==> config.mk <==
export PLATFORM = sky130hd
export DESIGN_NAME = flex_countdown_timer
export DESIGN_NICKNAME = d
export VERILOG_FILES = /design/src/rtl/flex_timer_pkg.sv /design/src/rtl/flex_timer_fsm.sv /design/src/rtl/flex_countdown_timer.sv
export SDC_FILE = /design/constraint.sdc
export NUM_CORES = 1
export LEC_CHECK = 0
export ABC_CLOCK_PERIOD_IN_PS = 2240
export CAP_MARGIN = 20
export CORE_UTILIZATION = 41
export DETAILED_ROUTE_END_ITERATION = 12
export PLACE_DENSITY = 0.71
export SLEW_MARGIN = 10
export SYNTH_ARGS = -nofsm -noshare
export SYNTH_HDL_FRONTEND = slang
export SYNTH_HIERARCHICAL = 1
export SYNTH_SLANG_ARGS = --single-unit
==> constraint.sdc <==
create_clock -name clk -period 2.24 [get_ports clk]
set_input_delay 0.448 -clock clk [delete_from_list [all_inputs] [get_ports clk]]
set_output_delay 0.448 -clock clk [all_outputs]
set_load 0.005 [all_outputs]
==> src/rtl/flex_timer_pkg.sv <==
// Shared state and count-select encodings for the flex timer family.
// AUTO_RELOAD_EN (optional) is consumed by the FSM and top, not by this package.
package flex_timer_pkg;

  typedef enum logic [1:0] {
    IDLE    = 2'd0,
    RUN     = 2'd1,
    EXPIRED = 2'd2
  } timer_state_t;

  // SEL_TERM marks the enabled step out of count 1; the top decides reload vs. zero.
  typedef enum logic [2:0] {
    SEL_HOLD = 3'd0,
    SEL_LOAD = 3'd1,
    SEL_DEC  = 3'd2,
    SEL_TERM = 3'd3,
    SEL_ZERO = 3'd4
  } cnt_sel_t;

endpackage

==> src/rtl/flex_timer_fsm.sv <==
// Control FSM for the countdown timer: state register, next-state and count select.
// Macro AUTO_RELOAD_EN: the terminal step stays in RUN instead of going to EXPIRED.
module flex_timer_fsm
  import flex_timer_pkg::*;
(
  input  logic         clk_i,
  input  logic         rst_i,
  input  logic         clear_i,
  input  logic         load_i,
  input  logic         load_zero_i,
  input  logic         count_enable_i,
  input  logic         cnt_is_one_i,
  input  logic         cnt_is_zero_i,
  output timer_state_t state_d_o,
  output cnt_sel_t     sel_o,
  output logic         busy_o,
  output logic         expired_o
);

  timer_state_t state_q, state_d;
  cnt_sel_t     sel;

  always_comb begin
    state_d = state_q;
    sel     = SEL_HOLD;
    if (clear_i) begin
      state_d = IDLE;
      sel     = SEL_ZERO;
    end else if (load_i) begin
      state_d = load_zero_i ? EXPIRED : RUN;
      sel     = SEL_LOAD;
    end else begin
      case (state_q)
        RUN: begin
          if (count_enable_i) begin
            if (cnt_is_one_i) begin
              sel = SEL_TERM;
`ifdef AUTO_RELOAD_EN
              state_d = RUN;
`else
              state_d = EXPIRED;
`endif
            end else if (!cnt_is_zero_i) begin
              sel = SEL_DEC;
            end
          end
        end
        EXPIRED: sel = SEL_ZERO;
        default: sel = SEL_HOLD;
      endcase
    end
  end

  always_ff @(posedge clk_i) begin
    if (rst_i) state_q <= IDLE;
    else       state_q <= state_d;
  end

  assign state_d_o = state_d;
  assign sel_o     = sel;
  assign busy_o    = (state_q == RUN);
  assign expired_o = (state_q == EXPIRED);

endmodule

==> src/rtl/flex_countdown_timer.sv <==
// Loadable down-counter with terminal flag and one-cycle done pulse on expiry.
// Macro AUTO_RELOAD_EN: terminal step reloads the captured start value and keeps running.
module flex_countdown_timer
  import flex_timer_pkg::*;
#(
  parameter int NUM_CNT_BITS = 4
) (
  input  logic                    clk,
  input  logic                    rst,
  input  logic                    clear,
  input  logic                    load,
  input  logic [NUM_CNT_BITS-1:0] load_val,
  input  logic                    count_enable,
  output logic [NUM_CNT_BITS-1:0] count_out,
  output logic                    terminal_flag,
  output logic                    done,
  output logic                    busy,
  output logic                    expired
);

  localparam logic [NUM_CNT_BITS-1:0] CNT_ONE = {{(NUM_CNT_BITS-1){1'b0}}, 1'b1};

  logic [NUM_CNT_BITS-1:0] count_q, count_d;
  logic [NUM_CNT_BITS-1:0] reload_q, reload_d;
  logic                    term_q, term_d;
  logic                    done_q, done_d;
  timer_state_t            state_d;
  cnt_sel_t                sel;

  flex_timer_fsm u_fsm (
    .clk_i          (clk),
    .rst_i          (rst),
    .clear_i        (clear),
    .load_i         (load),
    .load_zero_i    (load_val == '0),
    .count_enable_i (count_enable),
    .cnt_is_one_i   (count_q == CNT_ONE),
    .cnt_is_zero_i  (count_q == '0),
    .state_d_o      (state_d),
    .sel_o          (sel),
    .busy_o         (busy),
    .expired_o      (expired)
  );

  always_comb begin
    case (sel)
      SEL_LOAD: count_d = load_val;
      SEL_DEC:  count_d = count_q - CNT_ONE;
`ifdef AUTO_RELOAD_EN
      SEL_TERM: count_d = reload_q;
`else
      SEL_TERM: count_d = '0;
`endif
      SEL_ZERO: count_d = '0;
      default:  count_d = count_q;
    endcase
    reload_d = (sel == SEL_LOAD) ? load_val : reload_q;
    // Flag follows next-state values so it is aligned with count_out==1.
    term_d   = (state_d == RUN) && (count_d == CNT_ONE);
    done_d   = (sel == SEL_TERM);
  end

  always_ff @(posedge clk) begin
    if (rst) begin
      count_q  <= '0;
      reload_q <= '0;
      term_q   <= 1'b0;
      done_q   <= 1'b0;
    end else begin
      count_q  <= count_d;
      reload_q <= reload_d;
      term_q   <= term_d;
      done_q   <= done_d;
    end
  end

  assign count_out     = count_q;
  assign terminal_flag = term_q;
  assign done          = done_q;

endmodule

Word level (Yosys, flattened, before mapping)
Index checks and enable logic that the tools add are counted.
Storage, ports and cells
  bits in registers: 8
  input bits: 9
  output and inout bits: 8
  logic and storage cells: 31
Operators by class
  add/subtract/negate cells: 1
  equality and inequality tests: 9
  mux-type cells: 13
  reduce and logical (&&, ||, !) cells: 4
Operators by type and width (number)
  two-way mux 2 bit: 7
  two-way mux 3 bit: 4
  case mux 4 bit (3 select lines): 1
  equality test 4 x 1 -> 1 bit (second input constant): 2
  zero test 4 bit: 2
  equality test 3 x 2 -> 1 bit (second input constant): 2
  case mux 3 bit (2 select lines): 1
  equality test 2 x 1 -> 1 bit (second input constant): 2
  subtractor 4 x 1 -> 4 bit (second input constant): 1
  equality test 3 x 1 -> 1 bit (second input constant): 1
  equality test 3 bit (second input constant): 1
  equality test 2 bit (second input constant): 1
  OR reduction 2 bit: 1
  logical AND 1 bit: 1

Logic depth before layout (Yosys ltp)
Gate-level depths: netlist of the first run.
  depth after elaboration: 12
  mapped depth: 10
  depth with buffers taken out: 9

Cells and area by module
The synthesis of the first run kept the hierarchy.
Modules (own cells, without submodules)
  flex_countdown_timer: instances 1, cells each 50, area an instance 431.7 µm², seq. area each 120.1 µm²
  flex_timer_fsm: instances 1, cells each 23, area an instance 195.2 µm², seq. area each 40.0 µm²

Worst setup path after synthesis of the first run
Ideal clock, no wire load.
  path type: register to register
  start point: register count_q[0] (netlist: count_out[0])
  end point: register term_q (netlist: terminal_flag)
  arrival: 2276 ps
  required time: 2179 ps
  setup slack: -97 ps
  stages on the path, launching flop included: 10
  buffers on the path: 1
  period minus slack after synthesis: 2337 ps
  cell sequence: dfxtp_1 ha_1 nor3b_1 nand4b_1 a21oi_1 buf_6 mux2i_1 nor3_1 a2111oi_0 and4_1
RTL lines
  from (decl): line flex_countdown_timer.sv:23  | logic [NUM_CNT_BITS-1:0] count_q, count_d;
  from (signal assigned): line flex_countdown_timer.sv:70  | count_q <= count_d;
  equality test 4 x 1 -> 1 bit (*): line flex_countdown_timer.sv:37  | .cnt_is_one_i (count_q == CNT_ONE),
  two-way mux 3 bit (*): line flex_timer_fsm.sv:36  | if (cnt_is_one_i) begin
  two-way mux 3 bit (*): line flex_timer_fsm.sv:35  | if (count_enable_i) begin
  case mux 3 bit (2 select lines) (*): line flex_timer_fsm.sv:33  | case (state_q)
  two-way mux 3 bit (*): line flex_timer_fsm.sv:29  | end else if (load_i) begin
  two-way mux 3 bit (*): line flex_timer_fsm.sv:26  | if (clear_i) begin
  via sel[0]: line flex_countdown_timer.sv:28  | cnt_sel_t sel;
  equality test 3 x 2 -> 1 bit / equality test 3 bit (equally long branches): line flex_countdown_timer.sv:46  | case (sel)
  OR reduction 2 bit (no line)
  case mux 4 bit (3 select lines) (*): line flex_countdown_timer.sv:46
  equality test 4 x 1 -> 1 bit (*): line flex_countdown_timer.sv:59  | term_d = (state_d == RUN) && (count_d == CNT_ONE);
  logical AND 1 bit (*): line flex_countdown_timer.sv:59
  to (signal assigned): line flex_countdown_timer.sv:72  | term_q <= term_d;
  to (decl): line flex_countdown_timer.sv:25  | logic term_q, term_d;
The timed path passes the listed nets; every way through them passes the cells marked *.
A chain may end at the register's enable or synchronous reset.

Worst setup path in the final report of the first run
  start point: register u_fsm.state_q[0]
  end point: register term_q (netlist: terminal_flag)
RTL lines
  from (decl): line flex_timer_fsm.sv:20  | timer_state_t state_q, state_d;
  from (signal assigned): line flex_timer_fsm.sv:56  | else state_q <= state_d;
  two-way mux 2 bit: line flex_timer_fsm.sv:36
  two-way mux 2 bit: line flex_timer_fsm.sv:35
  two-way mux 2 bit (*): line flex_timer_fsm.sv:33
  two-way mux 2 bit (*): line flex_timer_fsm.sv:29
  two-way mux 2 bit (*): line flex_timer_fsm.sv:26
  via state_d[0]: line flex_countdown_timer.sv:27  | timer_state_t state_d;
  equality test 2 x 1 -> 1 bit (*): line flex_countdown_timer.sv:59
  logical AND 1 bit (*): line flex_countdown_timer.sv:59
Marks and branches as above.

==> results of run 1 <==
==> worst paths after layout <==
| kind | start | endpoint | slack (ns) |
|---|---|---|---|
| worst max-delay path | u_fsm/state_q[0] | terminal_flag | 0.04 |
| worst min-delay path | u_fsm/state_q[1] | u_fsm/state_q[1] | 0.64 |
| worst max register to register | u_fsm/state_q[0] | terminal_flag | 0.04 |
| worst min register to register | u_fsm/state_q[1] | u_fsm/state_q[1] | 0.64 |
==> cells in the final DEF, fill, tap and decap left out, drive strengths merged, types with 2 or more instances in the layout <==
master,n
buf,23
clkdlybuf4s50,15
dfxtp,8
nor2,7
nor3,6
ha,6
inv,5
nand2,3
clkbuf,3
mux2,3
a21oi,3
a2111oi,3
nor4,2
and3,2
nor2b,2
nor3b,2
==> where the power goes <==
part	internal [mW]	switching [mW]	leakage, nW
clock	0.0610	0.0451	0.0138
sequential	0.146	0.00277	0.0659
combinational	0.0641	0.0501	0.365
==> cell type report <==
type,instances,area [um2],area share [%]
Clock buffer,3,22.5,2.11
Tap cell,15,18.8,1.76
Timing Repair Buffer,39,339,31.8
Inverter,5,18.8,1.76
Multi-Input combinational cell,58,505,47.4
Sequential cell,8,163,15.2
==> per-layer routing <==
| metal | wire length, um | vias up | track usage (%) | part of all wire (%) |
|---|---|---|---|---|
| met5 | 0 | - | 0 | 0 |
| met4 | 31 | 0 | 9.68 | 1.6 |
| met3 | 130 | 8 | 2.17 | 6.6 |
| met2 | 917 | 29 | 43.4 | 47 |
| li1 | - | 359 | - | - |
| met1 | 886 | 340 | 31.0 | 45 |
==> flip-flops by register name, summed over array words and instances (netlist names) <==
name / count
count_out: 4
terminal_flag: 1
done: 1
u_fsm/state_q: 2
==> per-stage QoR <==
step | power (mW) | instances | worst slack, ns | TNS (ns)
after floorplan | 0.195 | 73 | 0.0950 | 0
after global placement | 0.247 | 122 | -0.147 | -0.171
after detailed placement | 0.248 | 122 | -0.162 | -0.220
after CTS | 0.361 | 125 | 0.000483 | 0
after global routing | 0.390 | 128 | -0.0418 | -0.0479
final | 0.369 | 128 | 0.0426 | 0
==> cells by family (layout without fill, tap and decap cells) <==
logic type / count (synthesis) / in the layout / synth area share [%]
xor+xnor: 1 / 1 / 1.40
fa+ha+maj: 6 / 6 / 12.0
mux: 4 / 4 / 6.99
flops: 8 / 8 / 25.5
simple gates: 33 / 33 / 31.3
buf+inv: 7 / 47 / 5.99
compound gates: 14 / 14 / 16.8
==> what timing repair did <==
item | CTS | global route
setup buffers | 0 | 3
pin swaps | 2 | 6
hold buffers | 0 | 0
resized for setup | 1 | 19
endpoints found under the setup margin | 1 | 2
==> worst max-delay path, stage by stage (launching register included) <==
cell	delay (ns)
dfxtp_1	0.30
buf_4	0.14
ha_1	0.23
and4b_1	0.24
a2111oi_2	0.37
or2b_2	0.35
a2111oi_2	0.31
and4_1	0.21
==> flow_summary.toml, run 1 <==
[status]
status = "completed"

[final_layout]
n_antenna_cell = 0
area_growth_pct = 70.3
post-route-util_pct = 78.1
stdcell_area_um2 = 1070
num-fill-cells = 94
drive_gt1_share_pct = 42.5
nets = 130

[floorplanning]
io_pins = 17
initial_core_util_pct = 45.9
row_count = 13
fp.coreArea_um2 = 1370
die_height_um = 41.1
dieArea_um2 = 1690
die_x_um = 41.1

[synth]
ys_top_cells_by_count = "8 x dfxtp_1, 7 x nor2_1, 6 x ha_1, 6 x nor3_1, 5 x inv_1"
synth.most_common_cell = "dfxtp_1"
ys.flop_type = "dfxtp_1"
synth_top_cell_area_share_pct = 25.5
synth-edff-count = 0
syn_inst = 73
syn_area_um2 = 627
synth_fp_nets = 88
yosys_warnings = 6
syn_avg_cell_area_um2 = 8.59
ys_ff_latch = 8
synth_area_leader_cell = "dfxtp_1"
ys_seq_area_share_pct = 25.5
async_reset_ff_share_pct = 0
yosys-top-cells-area = "dfxtp_1 26%, ha_1 12%, mux2_2 5.4%"
synth.distinct_cells = 34

[grt]
grt_start_max_net_pins = 10
grt_use_total_pct = 24.8
gr-total-overflow = 0
antenna_found_initial = 0
grt_pass1_wl_mm = 2.75
grt_pass1_vias = 665

[sta]
final_hold_viol_count = 0
finalSetupViolCount = 0
max_freq_ghz = 0.455
skew_ns = 0.00644
min_period_ns = 2.20
worst_slew_pin_slew_ns = 0.493
finalCritPeriodShare_pct = 98.1
slew_viol_final = 0
slew_headroom_pct = 66.8
whs_ns = 0.640

[worst_setup_path]
worstPathArrival_ns = 2.39
critPathMaxFanout = 3
reg2reg_depth = 7
worstSetupPathType = "register to register"
crit_required_ns = 2.43
critPathLaunchType = "register"
endpoint_kind = "register"

[cts]
clk_latency_ns = 0.25
root_buffer = "clkbuf_4"
clock_sinks = 8
cts_tree = "done"
clk_pin_slew_ns = 0.05
cts_buffers = 3
cts_buffer_depth = 2
htree_levels = 1

[drt]
vias = 736
drc = 0
first_pass_iters = 4
wl_per_cell_um = 15.4
final_antenna_net_count = 0
wirelength_mm = 1.97
via_per_inst = 5.75
drt_iter0_drc = 9

[flow_run]
max-cap-violations = 0

[place]
io_buffers = 16
gp_congestion = 0.875
hpwl_mm = 1.35
place_area_um2 = 946

[min_path]
hp-class = "register to register"
holdPathStages = 2

[power]
peakVddDrop_uv = 396
p_leak_nw = 0.445
p_per_area_nw_per_um2 = 346
Note: power is estimated with default switching activity, not from simulation.
==> run 2: changes to the inputs <==
- CAP_MARGIN: 20 -> 10
==> results of run 2 <==
No change in the layout: final DEF, timing and power equal those of run 1.
==> run 3: changes to the inputs <==
- CELL_PAD_IN_SITES_DETAIL_PLACEMENT: not set -> 0
- CELL_PAD_IN_SITES_GLOBAL_PLACEMENT: not set -> 1
- CORE_UTILIZATION: 41 -> 30
==> flow_summary.toml, run 3 (synthesized netlist as in run 1, its figures left out) <==
[drt]
vias = 727
via_per_inst = 5.16
final_antenna_net_count = 0
first_pass_iters = 4
drt_iter0_drc = 23
drc = 0
wl_per_cell_um = 13.8
wirelength_mm = 1.94

[grt]
grt_use_total_pct = 16.7
gr-total-overflow = 0
antenna_found_initial = 0
grt_start_max_net_pins = 8
grt_pass1_vias = 619
grt_pass1_wl_mm = 2.59

[final_layout]
stdcell_area_um2 = 1090
n_antenna_cell = 0
drive_gt1_share_pct = 40.4
post-route-util_pct = 55.5
nets = 131
stdcell_count = 141
num-fill-cells = 197
area_growth_pct = 73.7
largest_reg_flops = 4
mostFrequentLayoutCells = "22 x buf_4, 16 x clkdlybuf4s50_1, 7 x nor2_1"
final_common_cell = "buf_4"

[cts]
cts_tree = "done"
htree_levels = 1
hold_buffers = 0
clk_pin_slew_ns = 0.05
clock_sinks = 8
clk_latency_ns = 0.25
cts_buffer_depth = 2
cts_buffers = 3
root_buffer = "clkbuf_4"

[sta]
rsz0062_at_grt = "yes"
worst_slew_pin_slew_ns = 0.661
finalCritPeriodShare_pct = 98.1
min_period_ns = 2.20
finalSetupViolCount = 0
final_hold_viol_count = 0
slew_viol_final = 0
skew_ns = 0.00216
max_freq_ghz = 0.455
slew_headroom_pct = 55.5

[worst_setup_path]
critPathSlowestCell = "dfxtp_2"
critPathMaxFanout = 4
critPathLaunchType = "register"
reg2reg_from = "count_out[1]"
reg2reg_depth = 10
worstSetupPathType = "register to register"
worstPathCellList = "inv_2 -> ha_4 -> nor3b_4 -> nand4b_1 -> a21oi_4 -> buf_6 -> mux2_4 -> a32oi_2 -> a21oi_2 -> and4_1"
endpoint_kind = "register"
reg2reg_setup_slack_ns = 0.04
r2r_end = "terminal_flag"
cpPeakStageDelay_ns = 0.32
crit_required_ns = 2.38
worstPathArrival_ns = 2.34

[floorplanning]
die_height_um = 47.7
row_count = 16
fp.coreArea_um2 = 1960
io_pins = 17
die_x_um = 47.7
initial_core_util_pct = 32.0
dieArea_um2 = 2280

[min_path]
worstHoldStart = "u_fsm/state_q[1]"
min_to = "u_fsm/state_q[1]"
hp-class = "register to register"
holdPathStages = 2

[place]
hpwl_mm = 1.41
place_area_um2 = 946
io_buffers = 16
gp_congestion = 0.779
place_inst = 132

[power]
peakVddDrop_uv = 232
p_per_area_nw_per_um2 = 341
p_leak_nw = 0.441

[flow_run]
max-cap-violations = 0

[status]
status = "completed"
==> run 3: per-stage QoR <==
stage	hold slack (ns)	power, mW	worst slack [ns]	TNS [ns]
2_1_floorplan	0.520	0.195	0.0950	0
3_3_place_gp	0.621	0.245	-0.159	-0.260
3_5_place_dp	0.623	0.246	-0.209	-0.313
4_1_cts	0.636	0.358	0.0167	0
5_1_grt	0.695	0.394	-0.0567	-0.112
6_report	0.638	0.372	0.0419	0
==> run 3: area by class of cell <==
cell class,instances,area [um2],share of cell area [%]
clock buffer,3,22.5,2.07
inverter,5,18.8,1.72
multi-input combinational,58,503,46.2
sequential,8,163,14.9
tap,27,33.8,3.10
timing repair buffer,40,348,32.0
==> run 3: worst max-delay path by stage <==
stage                 start       endpoint  cells past startpoint
3_3_place_gp   count_enable  terminal_flag                      8
6_report       count_out[1]  terminal_flag                     10
3_5_place_dp           load  terminal_flag                      6
4_1_cts        count_out[1]  terminal_flag                     10
2_1_floorplan  count_out[0]  terminal_flag                      9
5_1_grt        count_out[1]   count_out[1]                     11
==> run 3: layer usage <==
metal | up-vias | track usage [%] | share of wire (%)
met3 | 0 | 3.77 | 4.0
li1 | 362 | - | -
met5 | - | 0 | 0
met2 | 14 | 29.5 | 52
met1 | 351 | 20.2 | 44
met4 | 0 | 4.44 | 0
==> run 3: timing repair <==
item	CTS	global route
buffers inserted	1	5
resized for setup	2	17
endpoints found under the setup margin	1	4
pin swaps	4	7
==> run 3: worst max-delay path: cells and delay by family (launching register included) <==
kind	cells	cell delay [ns]
DFF	1	0.32
AOI/OAI and AO/OA	3	0.56
buffers and inverters	2	0.21
muxes	1	0.29
adders and majority gates	1	0.12
and+or+nand+nor	3	0.58
==> run 3: report_power, final <==
group          internal (mW)  switching [mW]
sequential             0.146         0.00275
combinational         0.0656          0.0491
clock                 0.0612          0.0469
total                  0.273          0.0988
